`config.mk`:
```
export PLATFORM = sky130hd
export DESIGN_NAME = clock_set_ctrl
export DESIGN_NICKNAME = d
export VERILOG_FILES = /design/src/rtl/clk_pkg.sv /design/src/rtl/btn_repeat.sv /design/src/rtl/clock_set_ctrl.sv
export SDC_FILE = /design/constraint.sdc
export NUM_CORES = 1
export LEC_CHECK = 0
export CORE_ASPECT_RATIO = 0.8
export CORE_MARGIN = 3
export CORE_UTILIZATION = 57
export CTS_CLUSTER_DIAMETER = 40
export CTS_CLUSTER_SIZE = 24
export DETAILED_ROUTE_END_ITERATION = 6
export PLACE_DENSITY = 0.79
export SYNTH_ARGS = -nofsm -noshare
export SYNTH_HDL_FRONTEND = slang
export SYNTH_HIERARCHICAL = 1
export SYNTH_SLANG_ARGS = --single-unit
export TNS_END_PERCENT = 50
```
`constraint.sdc`:
```
create_clock -name clk_in -period 3.8 [get_ports clk_in]
set_input_delay 0.76 -clock clk_in [delete_from_list [all_inputs] [get_ports clk_in]]
set_output_delay 0.76 -clock clk_in [all_outputs]
set_load 0.02 [all_outputs]
```
`src/rtl/clk_pkg.sv`:
```
// Shared mode encodings, BCD limits and the two-digit BCD increment helper
// used by the clock time-set controller.
package clk_pkg;

  typedef enum logic [1:0] {
    MODE_RUN     = 2'b00,
    MODE_SET_HR  = 2'b01,
    MODE_SET_MIN = 2'b10,
    MODE_BAD     = 2'b11
  } mode_e;

  typedef struct packed {
    logic [3:0] tens;
    logic [3:0] ones;
  } bcd2_t;

  localparam logic [7:0] MIN_MAX  = 8'h59;
  localparam logic [7:0] HR24_MAX = 8'h23;
  localparam logic [7:0] HR12_MAX = 8'h12;
  localparam logic [7:0] HR12_MIN = 8'h01;

  // Packed BCD orders like binary, so >= also pulls any stray value back in range.
  function automatic bcd2_t bcd_inc(input bcd2_t v, input logic [7:0] max_v,
                                    input logic [7:0] wrap_v);
    bcd2_t r;
    if (v >= bcd2_t'(max_v)) begin
      r = bcd2_t'(wrap_v);
    end else if (v.ones >= 4'd9) begin
      r.tens = v.tens + 4'd1;
      r.ones = 4'd0;
    end else begin
      r.tens = v.tens;
      r.ones = v.ones + 4'd1;
    end
    return r;
  endfunction

endpackage

```
`src/rtl/btn_repeat.sv`:
```
// Press-edge detector with hold-to-repeat: emits a one-cycle event on the
// press edge, then after REP_DLY cycles and every REP_RATE cycles while held.
module btn_repeat
  import clk_pkg::*;
#(
  parameter int unsigned REP_DLY  = 50000000,
  parameter int unsigned REP_RATE = 10000000
) (
  input  logic clk_i,
  input  logic rst_ni,
  input  logic btn_i,
  input  logic en_i,
  input  logic clr_i,
  output logic ev_o
);

  localparam int unsigned MAXV = (REP_DLY > REP_RATE) ? REP_DLY : REP_RATE;
  localparam int unsigned CW   = $clog2(MAXV + 1);
  localparam logic [CW-1:0] DLY_C  = CW'(REP_DLY);
  localparam logic [CW-1:0] RATE_C = CW'(REP_RATE);
  localparam logic [CW-1:0] ONE_C  = CW'(1);

  logic          btn_q;
  logic [CW-1:0] cnt_q, cnt_d;
  logic          rep_q, rep_d;
  logic          press;
  logic          strobe;

  assign press = btn_i & ~btn_q;

  // cnt_q holds cycles elapsed since the press edge (or since the last strobe).
  always_comb begin
    cnt_d  = cnt_q;
    rep_d  = rep_q;
    strobe = 1'b0;
    if (!btn_i || !en_i || clr_i) begin
      cnt_d = '0;
      rep_d = 1'b0;
    end else if (press) begin
      cnt_d = ONE_C;
      rep_d = 1'b0;
    end else if (cnt_q == (rep_q ? RATE_C : DLY_C)) begin
      strobe = 1'b1;
      cnt_d  = ONE_C;
      rep_d  = 1'b1;
    end else begin
      cnt_d = cnt_q + ONE_C;
    end
  end

  assign ev_o = en_i & (press | strobe);

  always_ff @(posedge clk_i) begin
    if (!rst_ni) begin
      btn_q <= 1'b0;
      cnt_q <= '0;
      rep_q <= 1'b0;
    end else begin
      btn_q <= btn_i;
      cnt_q <= cnt_d;
      rep_q <= rep_d;
    end
  end

endmodule

```
`src/rtl/clock_set_ctrl.sv`:
```
// Hour/minute BCD time-keeping with a RUN / SET_HR / SET_MIN setting FSM,
// blink blanking of the edited field and a seconds-clear pulse on exit.
module clock_set_ctrl
  import clk_pkg::*;
#(
  parameter int unsigned H24      = 1,
  parameter int unsigned REP_DLY  = 50000000,
  parameter int unsigned REP_RATE = 10000000
) (
  input  logic       clk_in,
  input  logic       rst,
  input  logic       tick_1m,
  input  logic       tick_blink,
  input  logic       btn_mode,
  input  logic       btn_inc,
  output logic [3:0] hr_tens,
  output logic [3:0] hr_ones,
  output logic [3:0] min_tens,
  output logic [3:0] min_ones,
  output logic [1:0] mode,
  output logic       blank_hr,
  output logic       blank_min,
  output logic       sec_clr
);

  localparam logic [7:0] HR_MAX  = (H24 != 0) ? HR24_MAX : HR12_MAX;
  localparam logic [7:0] HR_WRAP = (H24 != 0) ? 8'h00 : HR12_MIN;
  localparam logic [7:0] HR_RST  = (H24 != 0) ? 8'h00 : HR12_MAX;

  mode_e state_q, state_d;
  bcd2_t hr_q, hr_d;
  bcd2_t min_q, min_d;
  logic  btn_mode_q;
  logic  phase_q, phase_d;
  logic  blank_hr_q, blank_hr_d;
  logic  blank_min_q, blank_min_d;
  logic  sec_clr_q, sec_clr_d;
  logic  mode_p;
  logic  in_set;
  logic  rep_ev;
  logic  inc_ev;

  assign mode_p = btn_mode & ~btn_mode_q;
  assign in_set = (state_q == MODE_SET_HR) || (state_q == MODE_SET_MIN);

  btn_repeat #(
    .REP_DLY (REP_DLY),
    .REP_RATE(REP_RATE)
  ) u_inc_rep (
    .clk_i (clk_in),
    .rst_ni(rst),
    .btn_i (btn_inc),
    .en_i  (in_set),
    .clr_i (mode_p),
    .ev_o  (rep_ev)
  );

  // A mode change in the same cycle swallows the increment.
  assign inc_ev = rep_ev & ~mode_p;

  always_comb begin
    state_d = state_q;
    case (state_q)
      MODE_RUN:     if (mode_p) state_d = MODE_SET_HR;
      MODE_SET_HR:  if (mode_p) state_d = MODE_SET_MIN;
      MODE_SET_MIN: if (mode_p) state_d = MODE_RUN;
      default:      state_d = MODE_RUN;
    endcase
  end

  always_comb begin
    hr_d  = hr_q;
    min_d = min_q;
    case (state_q)
      MODE_RUN: begin
        if (tick_1m) begin
          min_d = bcd_inc(min_q, MIN_MAX, 8'h00);
          if (min_q == bcd2_t'(MIN_MAX)) hr_d = bcd_inc(hr_q, HR_MAX, HR_WRAP);
        end
      end
      MODE_SET_HR:  if (inc_ev) hr_d = bcd_inc(hr_q, HR_MAX, HR_WRAP);
      MODE_SET_MIN: if (inc_ev) min_d = bcd_inc(min_q, MIN_MAX, 8'h00);
      default: ;
    endcase
  end

  // Phase restarts at 0 on any state change and on each adjustment, so the
  // edited digits are always visible right after they change.
  always_comb begin
    phase_d = phase_q;
    if ((state_d != state_q) ||
        !((state_d == MODE_SET_HR) || (state_d == MODE_SET_MIN))) begin
      phase_d = 1'b0;
    end else if (inc_ev) begin
      phase_d = 1'b0;
    end else if (tick_blink) begin
      phase_d = ~phase_q;
    end
    blank_hr_d  = (state_d == MODE_SET_HR) & phase_d;
    blank_min_d = (state_d == MODE_SET_MIN) & phase_d;
    sec_clr_d   = (state_q == MODE_SET_MIN) && (state_d == MODE_RUN);
  end

  always_ff @(posedge clk_in) begin
    if (!rst) begin
      state_q     <= MODE_RUN;
      hr_q        <= bcd2_t'(HR_RST);
      min_q       <= '0;
      btn_mode_q  <= 1'b0;
      phase_q     <= 1'b0;
      blank_hr_q  <= 1'b0;
      blank_min_q <= 1'b0;
      sec_clr_q   <= 1'b0;
    end else begin
      state_q     <= state_d;
      hr_q        <= hr_d;
      min_q       <= min_d;
      btn_mode_q  <= btn_mode;
      phase_q     <= phase_d;
      blank_hr_q  <= blank_hr_d;
      blank_min_q <= blank_min_d;
      sec_clr_q   <= sec_clr_d;
    end
  end

  assign hr_tens   = hr_q.tens;
  assign hr_ones   = hr_q.ones;
  assign min_tens  = min_q.tens;
  assign min_ones  = min_q.ones;
  assign mode      = state_q;
  assign blank_hr  = blank_hr_q;
  assign blank_min = blank_min_q;
  assign sec_clr   = sec_clr_q;

endmodule

```
* Word level (Yosys, flattened, before mapping) *
Index checks and enable logic that the tools add are counted.

word-level totals
  bits in registers = 51
  input port bits = 6
  output and inout port bits = 21
  word-level logic and storage cells = 88

operators by class
  $add $sub $neg = 5
  order comparisons = 4
  equality and inequality tests = 11
  mux-type cells = 24
  bitwise gates (word level) = 12
  reduce and logical (&&, ||, !) cells = 18

operators by type and width
  kind                                                                                 count
  8-bit 2-to-1 mux                                                                     9
  8-bit case mux with 2 select lines                                                   2
  26-bit by 1-bit adder with 26-bit output, second input constant                      1
  26-bit == test                                                                       1
  26-bit 2-to-1 mux                                                                    1
  4-bit by 1-bit adder with 4-bit output, second input constant                        4
  8-bit by 7-bit == test with 1-bit output, second input constant                      1
  4-bit greater-or-equal comparator, second input constant                             2
  8-bit by 6-bit greater-or-equal comparator with 1-bit output, second input constant  1
  8-bit by 7-bit greater-or-equal comparator with 1-bit output, second input constant  1
  1-bit 2-to-1 mux                                                                     8
  2-bit != test, second input constant                                                 4
  1-bit AND                                                                            6
  2-bit 2-to-1 mux                                                                     3
  2-bit case mux with 3 select lines                                                   1
  1-bit logical OR                                                                     5
  1-bit inverter                                                                       5
  2-bit by 1-bit == test with 1-bit output, second input constant                      2
  2-bit == test, second input constant                                                 2
  2-bit zero test                                                                      2
  4-bit AND reduction                                                                  1
  2-bit nonzero test                                                                   2
  4-bit OR reduction                                                                   1
  1-bit zero test                                                                      3
  6 further kinds                                                                      6

* Longest topological paths before layout *
Gate-level depths: netlist (run 1).

  depth after elaboration = 12
  depth in mapped cells = 10
  mapped depth without buffers = 10

* Modules after synthesis *
The synthesis (run 1) kept the hierarchy.

modules (own cells, without submodules)
  module          times used  cells each  area each (sq um)  seq. area each (sq um)
  btn_repeat      1           161         1462.7             560.5
  clock_set_ctrl  1           153         1363.8             460.4

* Least setup slack after synthesis (run 1) *
Ideal clock, no wire load.

  path kind = register to register
  start = reg u_inc_rep.cnt_q[0]
  end = reg hr_q, in the netlist hr_tens[1]
  library setup time = 0.117 ns
  arrival time = 2.571 ns
  required time = 3.683 ns
  slack = 1.112 ns
  stages on the path, launching flop included = 10
  path buffers = 0
  clock period less this slack = 2.688 ns
  cell sequence = dfxtp_1 inv_1 ha_1 or4b_2 nor3_1 o2111ai_1 a21oi_1 a31oi_1 or3_4 a32o_1

between the ends
  cells in the longest elaborated chain, start to end = 9

RTL lines
  element                               line                   source
  start: declaration                    btn_repeat.sv:24       logic [CW-1:0] cnt_q, cnt_d;
  start signal: assignment              btn_repeat.sv:60       cnt_q <= cnt_d;
  26-bit == test                        btn_repeat.sv:42       end else if (cnt_q == (rep_q ? RATE_C : DLY_C)) begin
  1-bit 2-to-1 mux                      btn_repeat.sv:42
  1-bit 2-to-1 mux                      btn_repeat.sv:39       end else if (press) begin
  1-bit 2-to-1 mux                      btn_repeat.sv:36       if (!btn_i || !en_i || clr_i) begin
  1-bit bitwise OR                      btn_repeat.sv:51       assign ev_o = en_i & (press | strobe);
  1-bit AND                             btn_repeat.sv:51
  via rep_ev                            clock_set_ctrl.sv:40   logic rep_ev;
  1-bit AND                             clock_set_ctrl.sv:59   assign inc_ev = rep_ev & ~mode_p;
  2-bit != test (no source line)        n/a
  4-bit AND reduction (no source line)  n/a
  end signal: assignment                clock_set_ctrl.sv:107  hr_q <= bcd2_t'(HR_RST);
  end signal: assignment                clock_set_ctrl.sv:116  hr_q <= hr_d;
  end: declaration                      clock_set_ctrl.sv:31   bcd2_t hr_q, hr_d;

The timed path passes the listed nets, and every way through them passes these cells.
A chain may end at the register's enable or synchronous reset.

* Final worst setup path (run 1) *
Same ends and word-level chain as after synthesis.

==> metrics, run 1 <==
proportion of layout cells with a drive suffix above 1=8.260%; vias in the first global route=2,139; initial antenna violation count=0; kind of path behind the tightest hold check=register to register; die span in y=68.99 µm; Port Buf Inserts=26; depth of the worst register-to-register path=9; Main synth FF type=dfxtp_1; outcome=finished clean; Slew HR=36.06%; IO Pins=27; number of enable-type register cells in the synthesized netlist=0; clock tree from TritonCTS=built; Syn Nets=339; final design instance area without fill=3217 µm²; number of post-CTS setup repair buffers=0; syn_area_per_cell=9.001 µm²; detailed-route wire length=6090 µm; Core Box Area=4679 µm²; count of inserted antenna diode cells=0; Chip Width=84.73 µm; Post-Syn Area=2826 µm²; DP Wirelength=4392 µm; Synth-to-Final Area Change=13.81%; share of flip-flops with an asynchronous set or reset after synthesis=0%; post-synthesis cell type count=61; Final Slew Violations=0; wire length of the first global-routing pass=10,070 µm; maximum resistive drop on vdd=261.1 µV; Leakage Power=1.120 nW; post-route clock period utilization=79.35%; CTS max path bufs=2; RSZ-0062 raised after global routing=false; Final setup viols=0; element type at the critical path start=register; Critical Path AT=3.21 ns; gr ovfl total=0; CTS Hold Buffers Added=0; total of flip-flops plus latches after synthesis=51; FP Rows=22; clock transition at the registers of the reported paths=0.09 ns; actual transition at the worst max-transition pin=0.9591 ns; internal reg-to-reg setup slack=0.78 ns; clock root buffer=clkbuf_8; CP Data Required Time=4.00 ns; main area contributors after synthesis=dfxtp_1 (36%), ha_1 (8.4%), nor3_1 (3.9%); worst setup path category=register to register; count of vias placed by the detailed router=2,463; Achievable Freq=0.3316 GHz; number of resized instances in the post-cts repair step=0; pin count of the biggest net entering global routing=28; maxcap violations=0; final weighted congestion of routability-driven global placement=0.8491; cell count after synthesis=314; sequential cell area fraction in the yosys report=36.12%; Final Hold Viols=0; setup total negative slack=0 ns; Sinks on Clock Net=51; capturing instance or port of the critical path=hr_tens[1]; remaining antenna violation count=0; Final Critical Period=3.015 ns; number of remaining DRC errors=0; fillcell total=398; Wirelength per Cell=15.26 µm; routed vias/inst=6.173; insertion delay of the later-clocked pin in the worst-skew pair=0.31 ns; yosys warns=6; largest clock skew in the final design=0.008763 ns; Reg-to-Reg Start=u_inc_rep/cnt_q[0]; # nets final=363; drt first pass iters=5; DRC marker count from the first detailed-route iteration=202; Yosys top cell by area=dfxtp_1; startpoint of the most critical setup path=u_inc_rep/cnt_q[0]; total global routing track utilization=21.46%; power per standard cell area=334.4 nW/µm²; critical path peak fanout=6; kind of end point of the critical path=register; total clock buffers created by CTS=5; H-tree depth=2; initial core utilization=60.40%; Crit Reg-Reg Endpoint=hr_tens[1]; fraction of synthesized cell area taken by the top area cell type=36.12%; DIE AREA=5845 µm²; cell area reported after detailed placement=3117 µm²
## cell families after synthesis
family	count (synthesis)	share of synthesized area (%)
simple gates	132	29.35
flops	51	36.12
xor+xnor	14	4.338
fa+ha+maj	19	8.411
compound gates	67	17.00
buf+inv	31	4.781
## stage by stage
stage          worst slack (ns)  hold slack (ns)  utilization [%]  std cells  total power (W)
2_1_floorplan             1.112           0.4512                -        314        0.0006894
3_3_place_gp             0.7349           0.4551            66.60        391        0.0007408
3_5_place_dp             0.6763           0.4582            66.60        391        0.0007464
4_1_cts                  0.7728           0.4722            68.74        399         0.001085
5_1_grt                  0.4056           0.5160            68.74        399         0.001131
6_report                 0.7847           0.4736            68.74        399         0.001076
## cells in the mapped netlist (all sizes together) (4+ instances only)
| cell | count |
|---|---|
| xor2 | 9 |
| and2 | 4 |
| nor3b | 4 |
| buf | 6 |
| o21ai | 15 |
| nand4b | 5 |
| clkbuf | 5 |
| a211oi | 13 |
| nand2 | 18 |
| inv | 20 |
| a21oi | 8 |
| nand4 | 10 |
| xnor2 | 5 |
| or3 | 12 |
| and3 | 6 |
| or4 | 9 |
| ha | 19 |
| nor3 | 22 |
| nand3 | 16 |
| o31ai | 7 |
| dfxtp | 51 |
| nor2 | 4 |
## area by class of cell
cell class / count / area (µm²) / area share (%)
Multi-Input combinational cell: 232 / 1670 / 51.93
Sequential cell: 51 / 1021 / 31.74
Tap cell: 60 / 75.07 / 2.334
Clock buffer: 8 / 100.1 / 3.112
Timing Repair Buffer: 28 / 275.3 / 8.557
Inverter: 20 / 75.07 / 2.334
## metal layers
layer	global-route usage, %	vias to the layer above	part of all wire, %
met1	31.42	1155	51
met3	4.038	5	6.0
met2	32.42	75	42
met4	5.534	0	0.87
li1	-	1228	-
met5	0	-	0
## worst min-delay path by stage
stage                                   start             endpoint  slack (ns)  cells after the start
final                             min_tens[3]          min_tens[3]        0.47                      2
after detailed placement          min_tens[3]          min_tens[3]        0.46                      2
after CTS                         min_tens[3]          min_tens[3]        0.47                      2
after global placement            min_tens[3]          min_tens[3]        0.46                      2
after global routing              min_tens[3]          min_tens[3]        0.52                      2
after floorplan           u_inc_rep/cnt_q[24]  u_inc_rep/cnt_q[24]        0.45                      2
## critical path: stages, from the launching register on
cell,delay (ns)
dfxtp_1,0.36
inv_1,0.09
ha_1,0.14
or4b_2,0.59
nor3_1,0.31
o2111ai_1,0.16
a21oi_1,0.31
a31oi_1,0.26
or3_4,0.44
a32o_1,0.27
## registers in the layout (all words and copies together), names as in the netlist
name             count
mode                 2
u_inc_rep/rep_q      1
min_tens             4
blank_hr             1
u_inc_rep/cnt_q     26
hr_ones              4
sec_clr              1
hr_tens              4
btn_mode_q           1
phase_q              1
u_inc_rep/btn_q      1
blank_min            1
min_ones             4
## cells in the final DEF, fill, tap and decap left out, drive strengths merged, types with 3 or more instances in the layout
cell type / netlist / routed
dfxtp: 51 / 51
a21boi: 3 / 3
nand2: 18 / 18
xnor2: 5 / 5
clkdlybuf4s50: 0 / 26
nor2: 4 / 4
or3: 12 / 12
and3: 6 / 6
nand3: 16 / 16
nor2b: 3 / 3
o21ai: 15 / 15
xor2: 9 / 9
or4: 9 / 9
and2: 4 / 4
inv: 20 / 20
ha: 19 / 19
o31ai: 7 / 7
a21oi: 8 / 8
a211oi: 13 / 13
nor3: 22 / 22
o22ai: 3 / 3
clkbuf: 5 / 8
nand4b: 5 / 5
nor3b: 4 / 4
or3b: 3 / 3
nand4: 10 / 10
## report_power, final
part           leakage [nW]  switching [W]  internal (W)
clock                0.0515       0.000174      0.000166
sequential            0.412      0.0000144      0.000546
combinational         0.657       0.000103     0.0000713
total                  1.12       0.000291      0.000784
Note: power is estimated with default switching activity, not from simulation.
==> run 2: changes to the inputs <==
clock period = 3 ns   (was 3.8 ns; I/O delays follow)
==> metrics, run 2 (synthesized netlist as in run 1, its figures left out) <==
Most Used Layer, Global Route=met1; FP Rows=22; internal reg-to-reg setup slack=0.20 ns; worst setup path category=register to register; critical path peak fanout=6; DP Wirelength=4555 µm; Port Buf Inserts=26; power per standard cell area=409.6 nW/µm²; Slew HR=58.52%; total clock buffers created by CTS=5; pin count of the biggest net entering global routing=28; RSZ-0062 raised after global routing=false; setup total negative slack=0 ns; vias in the first global route=2,200; largest clock skew in the final design=0.009772 ns; remaining antenna violation count=0; IO Pins=27; Util after Layout=70.03%; fillcell total=397; Sinks on Clock Net=51; total global routing track utilization=21.92%; insertion delay of the later-clocked pin in the worst-skew pair=0.31 ns; element type at the critical path start=register; outcome=finished clean; die span in y=68.99 µm; wire length of the first global-routing pass=10,250 µm; initial antenna violation count=0; Core Box Area=4679 µm²; CTS max path bufs=2; drt first pass iters=4; CTS Hold Buffers Added=0; number of remaining DRC errors=0; DRC marker count from the first detailed-route iteration=199; GR Util met3=3.800%; register containing the most flip-flops in the final layout=u_inc_rep/cnt_q; clock root buffer=clkbuf_8; clock transition at the registers of the reported paths=0.09 ns; post-route clock period utilization=93.49%; Achievable Freq=0.3565 GHz; CP Data Required Time=3.21 ns; Leakage Power=1.155 nW; Final Hold Viols=0; routed vias/inst=6.042; initial core utilization=60.40%; final weighted congestion of routability-driven global placement=0.8566; count of vias placed by the detailed router=2,465; Final Slew Violations=0; Wirelength per Cell=15.30 µm; number of post-CTS setup repair buffers=0; kind of path behind the tightest hold check=register to register; most frequent cells in the layout=dfxtp_1 (51), clkdlybuf4s50_1 (26), nor3_1 (22), inv_1 (20), ha_1 (19); proportion of layout cells with a drive suffix above 1=11.21%; Critical Path AT=3.01 ns; Worst path top cell family by delay=simple AND/OR/NAND/NOR gates; kind of end point of the critical path=register; Final Critical Period=2.805 ns; Chip Width=84.73 µm; Final setup viols=0; # nets final=372; H-tree depth=2; count of inserted antenna diode cells=0; met1 track utilization from global routing=32.63%; clock tree from TritonCTS=built; maxcap violations=0; critical path buffer and inverter count=1; GR met2 Demand/Resource=31.84%; delay contributed by the slowest stage of the critical path=0.59 ns; Largest register FFs=26; actual transition at the worst max-transition pin=0.6181 ns; maximum resistive drop on vdd=276.0 µV; detailed-route wire length=6243 µm; DIE AREA=5845 µm²; most common library cell in the layout ignoring fill and taps=dfxtp_1; ordered list of cells on the worst path=inv_1 > ha_1 > or4b_2 > nor3_1 > o2111ai_1 > a21oi_2 > a31oi_1 > or3_4 > a32o_1; slowest CP cell=or4b_2; Synth-to-Final Area Change=15.94%; gr ovfl total=0
run 2: final cells by class:
| cell class | instances | area, µm² | area share, % |
|---|---|---|---|
| clock buffers | 6 | 72.57 | 2.215 |
| clock inverters | 2 | 12.51 | 0.3818 |
| inverters | 20 | 75.07 | 2.291 |
| multi-input cells | 232 | 1678 | 51.20 |
| flip-flops and latches | 51 | 1021 | 31.16 |
| well taps | 60 | 75.07 | 2.291 |
| repair buffers | 37 | 342.8 | 10.46 |
run 2: repair_timing:
action | CTS | global route
hold endpoints to repair | 0 | 0
endpoints found under the setup margin | 0 | 6
gates resized for setup | 0 | 2
run 2: path summary, 6_finish.rpt:
check        cells past startpoint     endpoint          startpoint
max                              9   hr_tens[1]  u_inc_rep/cnt_q[0]
min                              2  min_tens[3]         min_tens[3]
max reg2reg                      9   hr_tens[1]  u_inc_rep/cnt_q[0]
min reg2reg                      2  min_tens[3]         min_tens[3]
run 2: metal layers:
layer,wire [µm],up-vias
met5,0,-
met4,29,0
met3,354,3
li1,-,1243
met2,2662,67
met1,3195,1152
run 2: per-stage QoR:
step                      hold slack [ns]  cell area, µm²  power (W)  setup slack, ns  cells
final                              0.4694            3277   0.001342           0.1952    408
after global routing               0.5173            3277   0.001409          0.05150    408
after CTS                          0.4732            3269   0.001351           0.1246    408
after detailed placement           0.4592            3184  0.0009601           0.1473    400
after global placement             0.4532            3184  0.0009533           0.2118    400
after floorplan                    0.4512            2826  0.0008733           0.3115    314
run 2: report_power, final:
group	total (W)	switching [W]	internal (W)
sequential	0.000712	0.0000193	0.000692
combinational	0.000238	0.000135	0.000103
clock	0.000393	0.000229	0.000164
run 2: worst reg2reg max path, stage by stage, from the launching register on:
cell	delay (ns)
dfxtp_1	0.37
inv_1	0.10
ha_1	0.14
or4b_2	0.59
nor3_1	0.26
o2111ai_1	0.18
a21oi_2	0.28
a31oi_1	0.14
or3_4	0.39
a32o_1	0.26
